===== src/rtl/spi_pkg.sv =====
// Shared encodings for the SPI target: FSM states and the
// edge-selection constants used to pick sample/shift edges.
package spi_pkg;

    localparam logic [0:0] ST_IDLE   = 1'b0;
    localparam logic [0:0] ST_ACTIVE = 1'b1;

    localparam logic EDGE_LEAD  = 1'b0;
    localparam logic EDGE_TRAIL = 1'b1;

    function automatic logic sample_edge_sel(input int cpha);
        return (cpha != 0) ? EDGE_TRAIL : EDGE_LEAD;
    endfunction

endpackage


===== src/rtl/sync_ff2.sv =====
// Two-flop synchroniser for a single asynchronous input, with a
// configurable reset value so the output idles at the line's rest level.
module sync_ff2 #(
    parameter logic RST_VAL = 1'b0
) (
    input  logic clk,
    input  logic rst_n,
    input  logic d,
    output logic q
);

    logic meta;

    always_ff @(posedge clk or negedge rst_n) begin
        if (!rst_n) begin
            meta <= RST_VAL;
            q    <= RST_VAL;
        end else begin
            meta <= d;
            q    <= meta;
        end
    end

endmodule


===== src/rtl/spi_target.sv =====
// SPI target (peripheral) oversampled on clk: all SPI pins are synchronised
// and the serial clock is edge-detected, so clk must run at least 4x slk.
//
// state     | meaning
// ----------+------------------------------------------------------
// ST_IDLE   | cs high (or not yet seen high after reset); slk ignored
// ST_ACTIVE | cs low; words are shifted in on pico and out on poci
module spi_target
    import spi_pkg::*;
#(
    parameter int WIDTH     = 8,
    parameter int CPOL      = 0,
    parameter int CPHA      = 0,
    parameter int MSB_FIRST = 1
) (
    input  logic             clk,
    input  logic             rst_n,
    input  logic             slk,
    input  logic             pico,
    input  logic             cs,
    output logic             poci,
    output logic             poci_oe,
    output logic [WIDTH-1:0] rx_data,
    output logic             rx_valid,
    input  logic             rx_ready,
    input  logic [WIDTH-1:0] tx_data,
    input  logic             tx_valid,
    output logic             tx_ready,
    output logic             rx_overrun,
    output logic             tx_underrun,
    output logic             busy
);

    localparam logic       IDLE_LVL    = (CPOL != 0);
    localparam logic       MSB         = (MSB_FIRST != 0);
    localparam logic       SAMPLE_EDGE = sample_edge_sel(CPHA);
    localparam logic [5:0] LAST_BIT    = 6'(WIDTH - 1);

    logic slk_s, cs_s, pico_s;
    logic slk_q, cs_q;
    logic lead, trail, sample, shift;
    logic cs_fall, cs_rise, load, advance;
    logic [0:0] state;
    logic [5:0] bit_cnt;
    logic [1:0] flush_cnt;
    logic armed;
    logic word_done;
    logic hold_full;
    logic [WIDTH-1:0] rx_shift, tx_shift, hold_data;

    sync_ff2 #(.RST_VAL(IDLE_LVL)) u_sync_slk  (.clk(clk), .rst_n(rst_n), .d(slk),  .q(slk_s));
    sync_ff2 #(.RST_VAL(1'b1))     u_sync_cs   (.clk(clk), .rst_n(rst_n), .d(cs),   .q(cs_s));
    sync_ff2 #(.RST_VAL(1'b0))     u_sync_pico (.clk(clk), .rst_n(rst_n), .d(pico), .q(pico_s));

    assign lead   = (slk_q == IDLE_LVL) && (slk_s != IDLE_LVL);
    assign trail  = (slk_q != IDLE_LVL) && (slk_s == IDLE_LVL);
    assign sample = (SAMPLE_EDGE == EDGE_TRAIL) ? trail : lead;
    assign shift  = (SAMPLE_EDGE == EDGE_TRAIL) ? lead : trail;

    // A cs that is already low when reset releases must not start a frame.
    assign cs_fall = armed && cs_q && !cs_s;
    assign cs_rise = !cs_q && cs_s;

    assign load = ((state == ST_IDLE) && cs_fall) ||
                  ((state == ST_ACTIVE) && !cs_rise && sample && (bit_cnt == LAST_BIT));

    // bit_cnt == 0 marks the shift edge that would skip over bit 0 of a fresh word.
    assign advance = (state == ST_ACTIVE) && !cs_rise && shift && (bit_cnt != 6'd0);

    assign poci     = MSB ? tx_shift[WIDTH-1] : tx_shift[0];
    assign poci_oe  = !cs_s;
    assign busy     = (state == ST_ACTIVE);
    assign tx_ready = !hold_full;

    always_ff @(posedge clk or negedge rst_n) begin
        if (!rst_n) begin
            slk_q     <= IDLE_LVL;
            cs_q      <= 1'b1;
            flush_cnt <= 2'd0;
            armed     <= 1'b0;
        end else begin
            slk_q <= slk_s;
            cs_q  <= cs_s;
            if (flush_cnt != 2'd3) flush_cnt <= flush_cnt + 2'd1;
            if ((flush_cnt == 2'd3) && cs_s) armed <= 1'b1;
        end
    end

    always_ff @(posedge clk or negedge rst_n) begin
        if (!rst_n) begin
            state     <= ST_IDLE;
            bit_cnt   <= 6'd0;
            rx_shift  <= '0;
            word_done <= 1'b0;
        end else begin
            word_done <= 1'b0;
            if (state == ST_IDLE) begin
                if (cs_fall) begin
                    state   <= ST_ACTIVE;
                    bit_cnt <= 6'd0;
                end
            end else if (cs_rise) begin
                state   <= ST_IDLE;
                bit_cnt <= 6'd0;
            end else if (sample) begin
                rx_shift <= MSB ? {rx_shift[WIDTH-2:0], pico_s} : {pico_s, rx_shift[WIDTH-1:1]};
                if (bit_cnt == LAST_BIT) begin
                    bit_cnt   <= 6'd0;
                    word_done <= 1'b1;
                end else begin
                    bit_cnt <= bit_cnt + 6'd1;
                end
            end
        end
    end

    // A load coinciding with a write takes the old (empty) content.
    always_ff @(posedge clk or negedge rst_n) begin
        if (!rst_n) begin
            tx_shift    <= '0;
            hold_data   <= '0;
            hold_full   <= 1'b0;
            tx_underrun <= 1'b0;
        end else begin
            tx_underrun <= load && !hold_full;
            if (load)
                tx_shift <= hold_full ? hold_data : '0;
            else if (advance)
                tx_shift <= MSB ? {tx_shift[WIDTH-2:0], 1'b0} : {1'b0, tx_shift[WIDTH-1:1]};
            if (tx_valid && !hold_full) begin
                hold_data <= tx_data;
                hold_full <= 1'b1;
            end else if (load) begin
                hold_full <= 1'b0;
            end
        end
    end

    always_ff @(posedge clk or negedge rst_n) begin
        if (!rst_n) begin
            rx_data    <= '0;
            rx_valid   <= 1'b0;
            rx_overrun <= 1'b0;
        end else begin
            rx_overrun <= 1'b0;
            if (word_done) begin
                if (rx_valid && !rx_ready) begin
                    rx_overrun <= 1'b1;
                end else begin
                    rx_data  <= rx_shift;
                    rx_valid <= 1'b1;
                end
            end else if (rx_valid && rx_ready) begin
                rx_valid <= 1'b0;
            end
        end
    end

endmodule


===== config.mk =====
export PLATFORM = sky130hd
export DESIGN_NAME = spi_target
export DESIGN_NICKNAME = d
export VERILOG_FILES = /design/src/rtl/spi_pkg.sv /design/src/rtl/sync_ff2.sv /design/src/rtl/spi_target.sv
export SDC_FILE = /design/constraint.sdc
export NUM_CORES = 1
export LEC_CHECK = 0
export BUFFER_PORTS_ARGS = -buffer_cell sky130_fd_sc_hd__buf_2
export CAP_MARGIN = 20
export CELL_PAD_IN_SITES_DETAIL_PLACEMENT = 1
export CELL_PAD_IN_SITES_GLOBAL_PLACEMENT = 1
export CORE_UTILIZATION = 49
export DETAILED_ROUTE_END_ITERATION = 8
export PLACE_DENSITY_LB_ADDON = 0.25
export SLEW_MARGIN = 0
export SYNTH_ARGS = -nofsm -noshare
export SYNTH_HDL_FRONTEND = slang
export SYNTH_SLANG_ARGS = --single-unit

===== constraint.sdc =====
create_clock -name clk -period 2.5 [get_ports clk]
set_input_delay 0.375 -clock clk [delete_from_list [all_inputs] [get_ports clk]]
set_output_delay 0.375 -clock clk [all_outputs]
set_load 0.05 [all_outputs]

# Word level (Yosys, flattened, before mapping)
# Cells that the tools add are included.
# word_totals
regBits,55
latch_bits,0
ramBits,0
rom_bits,0
output_inout_bits,15
memories,0
# op_classes
addsub,2
multipliers,0
n_div,0
magnitude_cmp,0
n_eq_ne,5
n_shift,0
muxes,22
n_bitwise,5
reduce_logical,31
# op_table
operator,n
6-bit two-way mux,5
8-bit two-way mux,3
1-bit logical AND,16
1-bit two-way mux,14
2-bit nonzero test,4
6-bit by 1-bit adder with 6-bit output (second input constant),1
6-bit by 3-bit equality test with 1-bit output (second input constant),1
2-bit AND reduction,3
6-bit nonzero test,1
1-bit logical NOT,5
1-bit inverter,5
2-bit inequality test (second input constant),2
3-bit inequality test (second input constant),1
3-bit AND reduction,1
2-bit by 1-bit adder with 2-bit output (second input constant),1
2-bit equality test (second input constant),1
1-bit logical OR,1

# Depth between registers and ports, before layout
# Gate-level depths: netlist of the first run.
# depth
depth_word,9
depth_mapped,7
ltp_nobuf,6

# Cells and area by module
# A second synthesis of the first run with hierarchy kept.
# unflattened
cells_unflattened,173
hier_area_um2,2268.4
# by_module_without_submodules
module,instances,cells_each,area_per_inst_um2,seq_area_each_um2
spi_target,1,167,2115.8,1227.4
sync_ff2 at u_sync_pico ...,2,2,50.0,50.0
sync_ff2 at u_sync_cs,1,2,52.6,52.6

# Worst setup path after synthesis of the first run
# Ideal clock, no wire load.
# synth_timing
path_type,reg2reg
from,reg state (netlist: busy)
to,reg tx_shift[5]
setup_ps,119
t_arrival_ps,1613
slack_ps,768
stages_incl_launch_ff,6
period_less_slack_ps,1732
cell_sequence,dfrtp_1 -> nand2_4 -> nor4b_4 -> buf_6 -> mux2i_1 -> o21ai_2
# synth_between
elab_chain_cells,5
elab_cells_between_ends,10
classes_between,1 x mux; 1 x bitwise; 8 x reduce/logical
# synth_lines
item,line,source
"start, declared",spi_target.sv:43,logic [0:0] state;
"start signal, assigned",spi_target.sv:91,state <= ST_IDLE;
"start signal, assigned",spi_target.sv:99,state <= ST_ACTIVE;
"start signal, assigned",spi_target.sv:103,state <= ST_IDLE;
1-bit logical AND,"spi_target.sv:65, spi_target.sv:68",
1-bit logical AND (2 in series),spi_target.sv:65,((state == ST_ACTIVE) && !cs_rise && sample && (bit_cnt == LAST_BIT));
1-bit logical OR,spi_target.sv:64,assign load = ((state == ST_IDLE) && cs_fall) ||
8-bit two-way mux or 2-bit nonzero test (tied branches),n/a,
"end signal, assigned",spi_target.sv:127,tx_shift <= hold_full ? hold_data : '0;
"end signal, assigned",spi_target.sv:129,"tx_shift <= MSB ? {tx_shift[WIDTH-2:0], 1'b0} : {1'b0, tx_shift[WIDTH-1:1]};"
"end, declared",spi_target.sv:49,"logic [WIDTH-1:0] rx_shift, tx_shift, hold_data;"
# Parallel ways exist; a longest one is shown, timed or not.
# A chain may end at the register's enable or synchronous reset.

# Worst setup path after layout of the first run
# layout_timing
from,reg bit_cnt[0]
to,reg tx_shift[4]
# layout_between
elab_chain_cells,4
elab_cells_between_ends,7
classes_between,1 x eq/ne; 1 x mux; 5 x reduce/logical
# layout_lines
item,line,source
"start, declared",spi_target.sv:44,logic [5:0] bit_cnt;
"start signal, assigned",spi_target.sv:111,bit_cnt <= bit_cnt + 6'd1;
6-bit by 3-bit equality test with 1-bit output,spi_target.sv:65,
1-bit logical AND,spi_target.sv:65,
1-bit logical OR,spi_target.sv:64,
8-bit two-way mux or 2-bit nonzero test (tied branches),n/a,
# Parallel ways exist; a longest one is shown, timed or not.

==> results of run 1 <==
area by class of cell:
| type | count | area share (%) |
|---|---|---|
| Sequential cell | 55 | 54.63 |
| Multi-Input combinational cell | 103 | 31.65 |
| Timing Repair Buffer | 31 | 6.340 |
| Clock buffer | 5 | 2.724 |
| Tap cell | 52 | 2.576 |
| Inverter | 9 | 1.337 |
| Clock inverter | 3 | 0.7429 |
stage by stage:
stage	total power, W	hold slack [ns]	instance area, sq um
after floorplan	0.001555	0.07941	2246
final	0.002152	0.1655	2526
after CTS	0.002182	0.1607	2526
after global placement	0.001643	0.3345	2439
after global routing	0.002286	0.1458	2526
after detailed placement	0.001704	0.3386	2439
how the worst max path moves through the flow:
stage | endpoint | cells past startpoint | slack (ns) | start
global route | tx_shift[4] | 6 | 0.31 | bit_cnt[0]
detailed placement | tx_shift[1] | 6 | 0.53 | bit_cnt[0]
floorplan | tx_shift[5] | 5 | 0.77 | busy
finish | tx_shift[4] | 6 | 0.51 | bit_cnt[0]
global placement | tx_shift[5] | 5 | 0.65 | cs_q
CTS | tx_shift[4] | 6 | 0.50 | bit_cnt[0]
cell families (layout without fill, tap and decap cells):
logic type      after synthesis  in the layout  synth area share [%]
flops                        55             55                 61.45
simple gates                 45             45                 12.09
mux                          29             29                 14.32
compound gates               24             24                 6.742
buf+inv                      14             48                 2.952
fa+ha+maj                     3              3                 1.671
xor+xnor                      2              2                0.7801
power groups by stage:
| stage | Clock (W) | Sequential (W) | Combinational (W) |
|---|---|---|---|
| 6_report | 0.000474 | 0.00124 | 0.000436 |
| 3_5_place_dp | 0 | 0.00126 | 0.000442 |
| 5_1_grt | 0.000525 | 0.00127 | 0.000488 |
| 3_3_place_gp | 0 | 0.00124 | 0.000405 |
| 2_1_floorplan | 0 | 0.00123 | 0.000323 |
| 4_1_cts | 0.000490 | 0.00125 | 0.000445 |
layout by cell type, fill, tap and decap left out, types with 2 or more instances in the layout:
master and instances:
dfrtp_1 52, buf_2 29, mux2_2 25, nand3_1 11, nand2_1 10, inv_1 9, o21ai_0 9, clkbuf_8 5
nor2_1 4, mux2i_1 4, nand2b_1 3, o21ai_1 3, o311ai_0 3, ha_1 3, dfstp_2 3, nor2b_1 2
nor3_1 2, o21ai_2 2, a21oi_1 2, and3_1 2, xnor2_1 2, clkinv_2 2, buf_4 2
flip-flops by register name (all words and copies together), names as in the netlist, 2 cells and up:
name	count
hold_data	8
rx_data	8
rx_shift	8
tx_shift	8
bit_cnt	6
flush_cnt	2
worst reg2reg max path, cell delays in order (launching register included):
cell and delay (ns):
dfrtp_1 0.42, inv_1 0.07, ha_1 0.19, and3b_1 0.18
nor4b_4 0.60, mux2i_1 0.30, o21ai_1 0.09
per-layer routing:
layer  global-route usage [%]  vias to the layer above
li1                         -                      655
met1                    22.12                      682
met2                    32.79                       28
met3                    4.651                        7
met4                    4.444                        0
met5                        0                        -
==> results.md, run 1 <==
* Status: completed
* Reg2reg setup slack at 0.51 ns
* Warnings from Yosys at 0
* Die area at ~4900 sq um
* Largest area contributor in the netlist: dfrtp_1
* Hold/Removal Path Class: primary input to register
* Die width at about 70 microns
* Dpl cells at between 200 and 300
* Sequential Power Share at 57.7%
* Reg2reg path depth at 6
* Sum of negative setup slack at 0 ns
* Number of synthesized flops with an enable pin at 0
* Post-cts hold buffer count at 0
* Initial DRC Count at slightly below 60
* Starting Density at between 50% and 60%
* Final setup viols at 0
* Yosys top cell area share at between 50% and 60%
* Pint at between 0.001 and 0.0015 W
* DR DRC count at 0
* Combinational Power Share at 20.2%
* Register area at about 1400 sq um
* FILL cells at approximately 460
* Top delay family on crit path: simple AND/OR/NAND/NOR gates
* CTS resizes at 0
* Power density over cell area at 852.0 nW/um^2
* Largest net degree at the start of global routing at 56
* Core footprint at between 4000 and 5000 sq um
* Routed WL per cell at roughly 15 microns
* Finished Core Util at slightly below 60%
* Worst-path cell with the longest stage delay: nor4b_4
* Crit path launch type: register
* Pleak at between 1 and 1.5 nW
* DRT Wirelength at ~4.0 mm
* Syn Nets at 190
* CTS H-Tree Depth at 2
* CTS tree: yes
* Area contributors post-synth: dfrtp_1 (58%), mux2_2 (13%), dfstp_2 (3.5%)
* Post-synth top flop: dfrtp_1
* RSZ-0062 raised after global routing: false
* GR Util All Layers at between 10% and 20%
* Core Rows at 24
* Pins Over Slew Limit at 0
* CP endpoint kind: register
* Global route overflow at 0
* Pre-CTS setup slack at between 0.5 and 0.6 ns
* Switching pwr at between 0.0006 and 0.0007 W
* Post-synth top cells: dfrtp_1 (52), mux2_2 (25), nand3_1 (11), nand2_1 (10)
* Dpl hpwl at roughly 2.9 mm
* Tmin final at ~2 ns
* Final cell count without fillers at roughly 260
* Clk root buf: clkbuf_8
* Fin crit share at approximately four fifths
* Clk pwr share at 22.0%
* Worst Clk Skew at ~0.0074 ns
* First-pass GRT wire length at ~7.0 mm
* Met2 WL post-DR at 2.067 mm
* DRT Pass-1 Iters at 2
* Layout Area Growth over Synthesis at 12.48%
* Number of vias per cell at between 5 and 6
* Die Height at 69.70 microns
* Nets@finish at 223
* Most common cell in the netlist: dfrtp_1
* Switch share at approximately 30%
* Clock slew at reported path FFs at around 0.1 ns
* Crit path required time at about 2.7 ns
* Initial antenna violation count at 0
* Share of cells above drive strength 1 at between 30 and 40%
* Multi-input logic area at ~800 sq um
* Max frequency at around 500 MHz
* CP Max Fanout at 12
* Later-pin clock latency in the skew report at about 0.3 ns
* R2r endpoint: tx_shift[4]
* Slew of the pin with the lowest slew margin at slightly below 0.7 ns
* Crit-path max cell delay at 0.60 ns
* CTS buffer count at 5
* Slack of the critical path at just over 0.5 ns
* Crit path buf inv count at 1
* GPL Wtd Cong at between 0.8 and 0.9
* Post-Syn Area at between 2000 and 2500 sq um
* CTS max path bufs at 2
* Post-route ant nets at 0
* Post-synthesis sequential area ratio at 61.45%
* CP Data Arrival Time at ~2.2 ns
* Critical path type: register to register
* Vias at 1372
* Max Used Layer: met4
* Via count of the first global-routing pass at ~1500
* WL met3 at approximately 130 microns
* Synth cell types at 39
* Postcts setup bufs at 0
* Maximum vdd drop at 719.8 uV
* Min-delay src: cs
* FF+latch count, synth at 55
* Hold Crit Depth at 1
* Max-Cap Viols at 0
* Antenna diodes at 0
* Ports at 30
* Rel. slew slack at approximately 54%
* Crit path cell chain: inv_1, ha_1, and3b_1, nor4b_4, mux2i_1, o21ai_1
* Post-Route M1 WL at 1.721 mm
* Cell count after synthesis at around 170
* Hold Vio Cnt, Final at 0
* Buffers on Ports at 29
* Async SR Flop Fraction at 100.0%
* Mean area per synthesized cell at 13.06 sq um
* Beginning of the worst register-to-register path: bit_cnt[0]
* Hold path endpoint: u_sync_cs.meta
* Clock sinks at 55
Note: power is estimated with default switching activity, not from simulation.
==> run 2: changes to the inputs <==
--- a/config.mk
+++ b/config.mk
@@ -9,7 +9,7 @@
 export CAP_MARGIN = 20
 export CELL_PAD_IN_SITES_DETAIL_PLACEMENT = 1
 export CELL_PAD_IN_SITES_GLOBAL_PLACEMENT = 1
-export CORE_UTILIZATION = 49
+export CORE_UTILIZATION = 46
 export DETAILED_ROUTE_END_ITERATION = 8
 export PLACE_DENSITY_LB_ADDON = 0.25
 export SLEW_MARGIN = 0
==> constraint.sdc (replaced) <==
create_clock -name clk -period 2 [get_ports clk]
set_input_delay 0.3 -clock clk [delete_from_list [all_inputs] [get_ports clk]]
set_output_delay 0.3 -clock clk [all_outputs]
set_load 0.05 [all_outputs]
==> results.md, run 2 (synthesized netlist as in run 1, its figures left out) <==
* Share of cells above drive strength 1 at 37.32% (+0.91 points)
* Most common cell after layout, fill and taps aside: dfrtp_1
* Crit path launch type: register
* Routed WL per cell at 14.49 microns (-5.4%)
* Largest net degree at the start of global routing at 56 (unchanged)
* Sum of negative setup slack at 0 ns (unchanged)
* CTS tree: yes
* CTS resizes at 0 (unchanged)
* Clock sinks at 55 (unchanged)
* GPL Wtd Cong at 0.7353 (-12%)
* Ports at 30 (unchanged)
* Finished Core Util at 54.44% (-3.2 points)
* Nets@finish at 226 (+1.3%)
* Worst Setup SP: u_sync_cs.q
* Most frequent cells in the layout: dfrtp_1 (52), buf_2 (29), mux2_2 (25)
* Buffers on Ports at 29 (unchanged)
* CTS max path bufs at 2 (unchanged)
* Worst-path cell with the longest stage delay: dfstp_2
* Die Height at 71.88 microns (+3.1%)
* Placed cell areas at 2480 sq um (+1.7%)
* Critical path type: register to register
* Hold/Removal Path Class: primary input to register
* Clock slew at reported path FFs at 0.10 ns (about the same)
* CP Data Arrival Time at 1.99 ns (-0.16 ns)
* Pins Over Slew Limit at 0 (unchanged)
* Core Rows at 25 (+4.2%)
* Tmin final at 1.792 ns (-0.2017 ns)
* Initial antenna violation count at 0 (unchanged)
* Number of vias per cell at 5.127 (-3.6%)
* Worst Clk Skew at 0.006969 ns (-0.0004038 ns)
* Vias at 1415 (+3.1%)
* Post-route ant nets at 0 (unchanged)
* Slew of the pin with the lowest slew margin at 0.6831 ns (-0.007555 ns)
* Initial DRC Count at 89 (+53%)
* Post-cts hold buffer count at 0 (unchanged)
* Maximum vdd drop at 607.1 uV (-16%)
* Fin crit share at 89.60% (+9.9 points)
* CP endpoint kind: register
* Post-route cell area at 2571 sq um (+1.8%)
* DR DRC count at 2 (+2)
* Crit-path max cell delay at 0.60 ns (about the same)
* Final setup viols at 0 (unchanged)
* First-pass GRT wire length at 7.031 mm (unchanged)
* Crit path cell chain: or2b_2, nand3_1, o21ai_2, buf_4, o311ai_0
* Layout Area Growth over Synthesis at 14.48%
* CP Max Fanout at 18 (+6)
* Via count of the first global-routing pass at 1500 (+0.54%)
* Min-delay src: cs
* Starting Density at 47.55% (-3.7 points)
* DRT Pass-1 Iters at 6 (+4)
* Hold Vio Cnt, Final at 0 (unchanged)
* Power density over cell area at 1059 nW/um^2 (+24%)
* CTS H-Tree Depth at 2 (unchanged)
* Status: finished with violations
* Postcts setup bufs at 0 (unchanged)
* Beginning of the worst register-to-register path: u_sync_cs.q
* Max-Cap Viols at 0 (unchanged)
* RSZ-0062 raised after global routing: false
* Die width at 71.88 microns (+3.1%)
* Die area at 5166 sq um (+6.3%)
* Global route overflow at 0 (unchanged)
* Clk root buf: clkbuf_8
* Failing checks: DRC
* Rel. slew slack at 54.46% (+0.70 points)
* Crit path required time at 2.19 ns (-0.47 ns)
* Later-pin clock latency in the skew report at 0.31 ns (about the same)
* Dpl cells at 268 (+7.2%)
* Pleak at 1.212 nW (+1.4%)
* GR Util All Layers at 17.78% (-0.53 points)
* DRT Wirelength at 4.000 mm (+1.2%)
* Core footprint at 4723 sq um (+7.7%)
* Final cell count without fillers at 276 (+7.0%)
* Max frequency at 558.0 MHz (+11%)
* FILL cells at 489 (+7.0%)
* Dpl hpwl at 2.891 mm (about the same)
* Antenna diodes at 0 (unchanged)
* CTS buffer count at 5 (unchanged)
==> run 2: cell types whose count changed in the layout (fill, tap and decap cells not counted) <==
| cell | change |
|---|---|
| buf_4 | +3 |
| clkinv_2 | -1 |
| clkinv_4 | +1 |
==> run 2: stage by stage <==
step                total power [W]  hold slack (ns)  setup slack [ns]
global route               0.002899          0.06622           0.09377
detailed placement         0.002130           0.3394            0.1853
CTS                        0.002761          0.08119            0.1782
floorplan                  0.001944         0.004409            0.2682
global placement           0.002072           0.3355            0.3132
finish                     0.002724          0.08858            0.2080
==> run 2: final cells by class <==
type,count,area [sq um],share of cell area [%]
clock buffers,5,68.82,2.676
clock inverters,3,22.52,0.8759
inverters,9,33.78,1.314
multi-input cells,103,799.5,31.09
flip-flops and latches,55,1380,53.67
well taps,67,83.83,3.260
repair buffers,34,182.7,7.105
==> run 2: critical path, delay by kind of cell, from the launching register on <==
| family | cells | cell delay (ns) |
|---|---|---|
| flops | 1 | 0.60 |
| compound gates | 2 | 0.41 |
| buf+inv | 1 | 0.19 |
| simple gates | 2 | 0.48 |
==> run 2: final timing paths <==
| kind | end | slack [ns] | depth (start not counted) |
|---|---|---|---|
| min in group asynchronous | bit_cnt[3] | 0.11 | 2 |
| max in group asynchronous | u_sync_slk.meta | 1.44 | 2 |
| max reg2reg | tx_shift[6] | 0.21 | 5 |
| min | u_sync_cs.meta | 0.09 | 1 |
| max | tx_shift[6] | 0.21 | 5 |
| min reg2reg | u_sync_cs.q | 0.36 | 0 |
==> run 2: where the power goes <==
part / total (W) / internal, W / leakage, nW / switching (W)
sequential: 0.00155 / 0.00136 / 0.688 / 0.000187
clock: 0.000625 / 0.000252 / 0.0485 / 0.000373
combinational: 0.000547 / 0.000260 / 0.475 / 0.000287
==> run 2: routing by layer <==
metal  up-vias  global-route usage (%)  routed length, microns
met5         -                       0                       0
met4         0                   6.318                      47
met3         4                   4.219                     118
met2        27                   30.82                    2119
met1       716                   21.74                    1714
li1        668                       -                       -
